==> src/rtl/run_sequencer_if.sv <==
// Run-control bus between the run sequencer and the core/testbench side.
// The slave modport is the sequencer's view; master is the controller's view.
interface run_sequencer_if #(
    parameter int PC_W  = 32,
    parameter int CNT_W = 16,
    parameter int SEL_W = 2
);
    logic             start;
    logic [SEL_W-1:0] prog_sel;
    logic             halt;
    logic             abort;
    logic             run_en;
    logic             pc_load;
    logic [PC_W-1:0]  pc_load_value;
    logic             ack;
    logic             timeout;
    logic [CNT_W-1:0] cycle_count;
    logic [7:0]       run_count;

    modport slave (
        input  start, prog_sel, halt, abort,
        output run_en, pc_load, pc_load_value, ack, timeout, cycle_count, run_count
    );

    modport master (
        output start, prog_sel, halt, abort,
        input  run_en, pc_load, pc_load_value, ack, timeout, cycle_count, run_count
    );
endinterface

==> src/rtl/run_sequencer.sv <==
// Run-control FSM for the 9-bit-ISA core: start/run/ack handshake,
// program-entry selection and a cycle-count watchdog. All outputs registered.
module run_sequencer #(
    parameter int PC_W           = 32,
    parameter int CNT_W          = 16,
    parameter int TIMEOUT_CYCLES = 4096,
    parameter int NUM_PROG       = 4,
    parameter int ENTRY_STRIDE   = 256
) (
    input  logic              clk,
    input  logic              reset_n,
    run_sequencer_if.slave    bus
);
    localparam int SEL_W = $clog2(NUM_PROG);
    localparam logic [CNT_W-1:0] WDOG_LAST = CNT_W'(TIMEOUT_CYCLES - 1);

    typedef enum logic [2:0] {
        IDLE,
        ARMED,
        LOAD,
        RUN,
        DONE,
        TIMEOUT
    } state_t;

    state_t           state;
    logic [SEL_W-1:0] sel_q;
    logic             run_en;
    logic             pc_load;
    logic [PC_W-1:0]  pc_load_value;
    logic             ack;
    logic             timeout;
    logic [CNT_W-1:0] cycle_count;
    logic [7:0]       run_count;

    // Entry address of program k is k*ENTRY_STRIDE, computed at PC width.
    function automatic logic [PC_W-1:0] entry_addr(input logic [SEL_W-1:0] sel);
        logic [PC_W-1:0] idx;
        idx = PC_W'(sel);
        return idx * PC_W'(ENTRY_STRIDE);
    endfunction

    // Saturating increment so a long run never wraps the cycle counter.
    function automatic logic [CNT_W-1:0] sat_inc(input logic [CNT_W-1:0] v);
        if (&v)
            return v;
        return v + CNT_W'(1);
    endfunction

    // Run-control state machine with all outputs registered alongside the state.
    always_ff @(posedge clk or negedge reset_n) begin
        if (!reset_n) begin
            state         <= IDLE;
            sel_q         <= '0;
            run_en        <= 1'b0;
            pc_load       <= 1'b0;
            pc_load_value <= '0;
            ack           <= 1'b0;
            timeout       <= 1'b0;
            cycle_count   <= '0;
            run_count     <= '0;
        end else begin
            case (state)
                IDLE: begin
                    if (bus.start) begin
                        state <= ARMED;
                        sel_q <= bus.prog_sel;
                    end
                end
                ARMED: begin
                    if (bus.start) begin
                        sel_q <= bus.prog_sel;
                    end else begin
                        // Falling edge of start launches the run; clear the
                        // counter here so LOAD already shows the fresh run.
                        state         <= LOAD;
                        pc_load       <= 1'b1;
                        pc_load_value <= entry_addr(sel_q);
                        cycle_count   <= '0;
                        ack           <= 1'b0;
                        timeout       <= 1'b0;
                    end
                end
                LOAD: begin
                    state   <= RUN;
                    pc_load <= 1'b0;
                    run_en  <= 1'b1;
                end
                RUN: begin
                    // Every RUN cycle is counted, including the one that ends it.
                    cycle_count <= sat_inc(cycle_count);
                    if (bus.abort) begin
                        state  <= IDLE;
                        run_en <= 1'b0;
                    end else if (bus.halt) begin
                        state     <= DONE;
                        run_en    <= 1'b0;
                        ack       <= 1'b1;
                        timeout   <= 1'b0;
                        run_count <= run_count + 8'd1;
                    end else if (cycle_count == WDOG_LAST) begin
                        state     <= TIMEOUT;
                        run_en    <= 1'b0;
                        ack       <= 1'b1;
                        timeout   <= 1'b1;
                        run_count <= run_count + 8'd1;
                    end
                end
                DONE, TIMEOUT: begin
                    if (bus.start) begin
                        state   <= ARMED;
                        sel_q   <= bus.prog_sel;
                        ack     <= 1'b0;
                        timeout <= 1'b0;
                    end
                end
                default: begin
                    state   <= IDLE;
                    run_en  <= 1'b0;
                    pc_load <= 1'b0;
                end
            endcase
        end
    end

    assign bus.run_en        = run_en;
    assign bus.pc_load       = pc_load;
    assign bus.pc_load_value = pc_load_value;
    assign bus.ack           = ack;
    assign bus.timeout       = timeout;
    assign bus.cycle_count   = cycle_count;
    assign bus.run_count     = run_count;
endmodule

==> src/flat_wrapper.sv <==
// flat-port wrapper written by rule: the top's interface ports become plain ports
module run_sequencer_flat 
#(
    parameter int PC_W           = 32,
    parameter int CNT_W          = 16,
    parameter int TIMEOUT_CYCLES = 4096,
    parameter int NUM_PROG       = 4,
    parameter int ENTRY_STRIDE   = 256
)
  (clk, reset_n, bus_start, bus_prog_sel, bus_halt, bus_abort, bus_run_en, bus_pc_load, bus_pc_load_value, bus_ack, bus_timeout, bus_cycle_count, bus_run_count);
  run_sequencer_if #(.PC_W(PC_W), .CNT_W(CNT_W), .SEL_W(2)) bus_i ();
  input  logic clk;
  input  logic reset_n;
  input wire logic [$bits(bus_i.start)-1:0] bus_start;
  input wire logic [$bits(bus_i.prog_sel)-1:0] bus_prog_sel;
  input wire logic [$bits(bus_i.halt)-1:0] bus_halt;
  input wire logic [$bits(bus_i.abort)-1:0] bus_abort;
  output wire logic [$bits(bus_i.run_en)-1:0] bus_run_en;
  output wire logic [$bits(bus_i.pc_load)-1:0] bus_pc_load;
  output wire logic [$bits(bus_i.pc_load_value)-1:0] bus_pc_load_value;
  output wire logic [$bits(bus_i.ack)-1:0] bus_ack;
  output wire logic [$bits(bus_i.timeout)-1:0] bus_timeout;
  output wire logic [$bits(bus_i.cycle_count)-1:0] bus_cycle_count;
  output wire logic [$bits(bus_i.run_count)-1:0] bus_run_count;
  assign bus_i.start = bus_start;
  assign bus_i.prog_sel = bus_prog_sel;
  assign bus_i.halt = bus_halt;
  assign bus_i.abort = bus_abort;
  assign bus_run_en = bus_i.run_en;
  assign bus_pc_load = bus_i.pc_load;
  assign bus_pc_load_value = bus_i.pc_load_value;
  assign bus_ack = bus_i.ack;
  assign bus_timeout = bus_i.timeout;
  assign bus_cycle_count = bus_i.cycle_count;
  assign bus_run_count = bus_i.run_count;
  run_sequencer #(.PC_W(PC_W), .CNT_W(CNT_W), .TIMEOUT_CYCLES(TIMEOUT_CYCLES), .NUM_PROG(NUM_PROG), .ENTRY_STRIDE(ENTRY_STRIDE)) u_core (.clk(clk), .reset_n(reset_n), .bus(bus_i));
endmodule
==> config.mk <==
export PLATFORM = sky130hd
export DESIGN_NAME = run_sequencer_flat
export DESIGN_NICKNAME = d
export VERILOG_FILES = /design/src/rtl/run_sequencer_if.sv /design/src/rtl/run_sequencer.sv /design/src/flat_wrapper.sv
export SDC_FILE = /design/constraint.sdc
export NUM_CORES = 1
export LEC_CHECK = 0
export ABC_AREA = 1
export BUFFER_PORTS_ARGS = -buffer_cell sky130_fd_sc_hd__buf_2
export CORE_MARGIN = 2
export CORE_UTILIZATION = 43
export CTS_BUF_LIST = sky130_fd_sc_hd__clkbuf_2
export DETAILED_ROUTE_END_ITERATION = 10
export MAX_ROUTING_LAYER = met4
export PLACE_DENSITY = 0.68
export SLEW_MARGIN = 20
export SYNTH_ARGS = -nofsm -noshare
export SYNTH_HDL_FRONTEND = slang
export SYNTH_SLANG_ARGS = --single-unit
export TNS_END_PERCENT = 10
==> constraint.sdc <==
create_clock -name clk -period 1.9 [get_ports clk]
set_input_delay 0.38 -clock clk [delete_from_list [all_inputs] [get_ports clk]]
set_output_delay 0.38 -clock clk [all_outputs]
set_load 0.005 [all_outputs]
==> impl_summary.log <==
INFO  metric run_status = completed
INFO  metric floorplan_row_count = 26
INFO  metric clock_path_buffers = 2
INFO  metric power_report.internal_total = 1.29 mW
INFO  metric critical_path_peak_fanout = 12
INFO  metric tritoncts.num_buffers = 5
INFO  metric total_overflow_reported_by_the_global_router = 0
INFO  metric critical_path_arrival = about 1.9 ns
INFO  metric preCtsSetupSlack = 0.287 ns
INFO  metric worstSetupEndpointType = flop
INFO  metric gpl.final_weighted_congestion = 0.853
INFO  metric via_count = around 1900
INFO  metric setup.worst_path.end = u_core.bus.run_count[2]
INFO  metric cts.htree.levels = 2
INFO  metric netSwitchingFraction = between 30% and 40%
INFO  metric nNetsFinal = 350
INFO  metric timing.max_cap.violations = 0
INFO  metric cts-hold-fix-buffers = 1
INFO  metric worst_setup_path_startpoint = u_core.bus.cycle_count[0]
INFO  metric critical_path.reg2reg.endpoint = u_core.bus.run_count[2]
INFO  metric grt_pass1_wl = a little under 8000 um
INFO  metric ir_drop = ~0.48 mV
INFO  metric r2r_setup_slack = 0.26 ns
INFO  metric final_layout_size_suffix_gt1_share = between 20% and 30%
INFO  metric worstSetupStartpointType = flop
INFO  metric core_area = approximately 5100 um2
INFO  metric grt_pass1_vias = between 1500 and 2000
INFO  metric cts.root.buffer_cell = sky130_fd_sc_hd__clkbuf_2
INFO  metric syn_avg_cell_area = approximately 7.7 um2
INFO  metric ant_nets = 0
INFO  metric hold-path-cell-count = 2
INFO  metric route.detailed.vias_per_inst = roughly 4.6
INFO  metric seq_total_area_yosys = roughly two fifths
INFO  metric power.combinational.fraction = a little over a third
INFO  metric buffers_added_on_ports = 36
INFO  metric grtUsageTotal = 16.5%
INFO  metric cp.required = between 2 and 2.5 ns
INFO  metric post_drt_wl_per_cell = between 10 and 15 um
INFO  metric area_overhead_vs_synth = 8.23%
INFO  metric crit-reg2reg-launch = u_core.bus.cycle_count[0]
INFO  metric achievable-frequency = between 600 and 700 MHz
INFO  metric drt-pass1-iter-count = 4
INFO  metric setup_skew = about 0.010 ns
INFO  metric setup_violations = 0
INFO  metric antenna_cells_inserted = 0
INFO  metric reg2reg_depth = 8
INFO  metric setup_ws = roughly 0.26 ns
INFO  metric cts.sinks = 35
INFO  metric remaining_drc_errors = 0
INFO  metric yosys_warnings = 0
INFO  metric fin_crit = 1.64 ns
INFO  metric clk_pin_slew = ~0.17 ns
INFO  metric boundaryPins = 67
INFO  metric hpwl_after_detailed_placement = approximately 3300 um
INFO  metric floorplan.initialDensity = between 40 and 50%
INFO  metric slew_viol_final = 0
INFO  metric crit_type = flop to flop
INFO  metric pin_count_of_the_biggest_net_entering_global_routing = 36
INFO  metric switching_power = between 800 and 900 uW
INFO  metric final-hold-violation-count = 0
INFO  metric synth_seq_cells = 35
INFO  metric antenna_found_initial = 0
INFO  metric power_per_cell_area = 863 nW/um2
INFO  metric wirelength = 4430 um
INFO  metric yosysUniqueCellTypes = 27
INFO  metric syn_area = around 2300 um2
INFO  metric hp-class = input port to flop
INFO  metric clk-insertion-delay-late = around 0.37 ns
INFO  metric post_cts.repair.setup_buffers = 0
INFO  metric die_width = 77.1 um
INFO  metric min_period_over_period = about 86%
INFO  metric seq_power_share = about 49%
INFO  metric dr.first_iter.drc_count = 85
INFO  metric postCtsResizedCells = 0
INFO  metric cts_tree = built
INFO  metric grt_setup_unrepaired = no
INFO  metric design.die.area = 5940 um2
INFO  metric final.hold.worst_slack = around 0.24 ns
INFO  metric leakagePower = around 1.3 nW
INFO  metric power.clock.fraction = around 15%
INFO  metric die_y = roughly 77 um
INFO  metric netlist_instances = 299
INFO  metric totalNegativeSetupSlack = 0 ns
[power by group through the flow]
stage	clock, mW	sequential (mW)	combinational [mW]
after global placement	0	1.06	0.778
after CTS	0.336	1.05	0.794
after floorplan	0	1.06	0.589
final	0.317	1.05	0.776
after detailed placement	0	1.06	0.787
after global routing	0.379	1.08	0.890
[cell type report]
type	count	area, um2
Multi-Input combinational cell	235	1180
Inverter	26	97.6
Timing Repair Buffer	38	210
Clock buffer	6	30.0
Tap cell	70	87.6
Sequential cell	35	876
Fill cell	541	2660
[worst max-delay path, cell delays in order (launching register included)]
cell	delay, ns
sky130_fd_sc_hd__dfrtp_1	0.44
sky130_fd_sc_hd__ha_1	0.26
sky130_fd_sc_hd__nand3_4	0.14
sky130_fd_sc_hd__nor2_4	0.16
sky130_fd_sc_hd__nand2_2	0.10
sky130_fd_sc_hd__nand2_4	0.11
sky130_fd_sc_hd__nand2_2	0.17
sky130_fd_sc_hd__nand2_1	0.13
sky130_fd_sc_hd__o21ai_2	0.05
[synthesized netlist by cell type]
cell type | count | area (um2)
sky130_fd_sc_hd__a21oi_1 | 1 | 5.00
sky130_fd_sc_hd__buf_4 | 30 | 225
sky130_fd_sc_hd__buf_6 | 2 | 22.5
sky130_fd_sc_hd__conb_1 | 1 | 3.75
sky130_fd_sc_hd__dfrtp_1 | 35 | 876
sky130_fd_sc_hd__ha_1 | 2 | 25.0
sky130_fd_sc_hd__inv_1 | 21 | 78.8
sky130_fd_sc_hd__inv_2 | 5 | 18.8
sky130_fd_sc_hd__mux2_2 | 2 | 22.5
sky130_fd_sc_hd__nand2_1 | 97 | 364
sky130_fd_sc_hd__nand2_2 | 7 | 43.8
sky130_fd_sc_hd__nand2_4 | 2 | 22.5
sky130_fd_sc_hd__nand2_8 | 1 | 20.0
sky130_fd_sc_hd__nand3_1 | 26 | 130
sky130_fd_sc_hd__nand3_2 | 1 | 10.0
sky130_fd_sc_hd__nand3_4 | 1 | 17.5
sky130_fd_sc_hd__nand4_1 | 6 | 37.5
sky130_fd_sc_hd__nor2_1 | 17 | 63.8
sky130_fd_sc_hd__nor2_2 | 4 | 25.0
sky130_fd_sc_hd__nor2_4 | 5 | 56.3
sky130_fd_sc_hd__o21ai_0 | 9 | 45.0
sky130_fd_sc_hd__o21ai_1 | 5 | 25.0
sky130_fd_sc_hd__o21ai_2 | 5 | 43.8
sky130_fd_sc_hd__o21bai_1 | 3 | 22.5
sky130_fd_sc_hd__or2_2 | 2 | 12.5
sky130_fd_sc_hd__xnor2_1 | 4 | 35.0
sky130_fd_sc_hd__xor2_1 | 5 | 43.8
[cells in the final DEF, fill, tap and decap left out, drive strengths merged]
cell type | netlist | routed
xnor2 | 4 | 4
a21oi | 1 | 1
inv | 26 | 26
dlygate4sd3 | 0 | 1
mux2 | 2 | 2
nand3 | 28 | 28
nor2 | 26 | 26
conb | 1 | 30
dfrtp | 35 | 35
o21bai | 3 | 3
ha | 2 | 2
or2 | 2 | 2
xor2 | 5 | 5
o21ai | 19 | 19
nand2 | 107 | 107
clkbuf | 0 | 6
nand4 | 6 | 6
buf | 32 | 37
[through the flow]
stage,power (mW),std cells,area (um2),utilization [%]
2_1_floorplan,1.65,328,2400,-
3_3_place_gp,1.84,403,2440,47.6
3_5_place_dp,1.85,403,2440,47.6
4_1_cts,2.18,410,2480,48.3
5_1_grt,2.35,410,2480,48.3
6_report,2.14,410,2480,48.3
[how the worst min path moves through the flow]
| stage | startpoint | end | slack (ns) |
|---|---|---|---|
| 6_report | bus_prog_sel[1] | u_core.sel_q[1] | 0.24 |
| 5_1_grt | bus_prog_sel[1] | u_core.sel_q[1] | 0.19 |
| 4_1_cts | bus_prog_sel[1] | u_core.sel_q[1] | 0.21 |
| 3_5_place_dp | reset_n | u_core.bus.cycle_count[7] | 0.36 |
| 3_3_place_gp | reset_n | u_core.bus.cycle_count[7] | 0.36 |
| 2_1_floorplan | reset_n | u_core.bus.ack | 0.08 |
[cell families (layout without fill, tap and decap cells)]
| family | Yosys count | after routing | synth area share (%) |
|---|---|---|---|
| buffers and inverters | 58 | 70 | 15.0 |
| AND/OR/NAND/NOR | 169 | 169 | 35.0 |
| XOR/XNOR | 9 | 9 | 3.43 |
| flip-flops | 35 | 35 | 38.1 |
| AO/OA/AOI/OAI | 23 | 23 | 6.16 |
| multiplexers | 2 | 2 | 0.981 |
| adder cells (fa/ha/maj) | 2 | 2 | 1.09 |
| other | 1 | 30 | 0.163 |
[state kept, by name (all words and copies together), names as in the netlist]
name                      count
u_core.bus.pc_load            1
u_core.state                  3
u_core.bus.run_count          8
u_core.sel_q                  2
u_core.bus.ack                1
u_core.bus.run_en             1
u_core.bus.cycle_count       16
u_core.bus.pc_load_value      2
u_core.bus.timeout            1
[per-layer routing]
layer | GRT usage (%) | wire [um]
met5 | - | 0
met2 | 26.1 | 2080
met4 | 5.54 | 67
met3 | 4.59 | 218
met1 | 20.6 | 2070
Power figures use the tool's default switching activity.
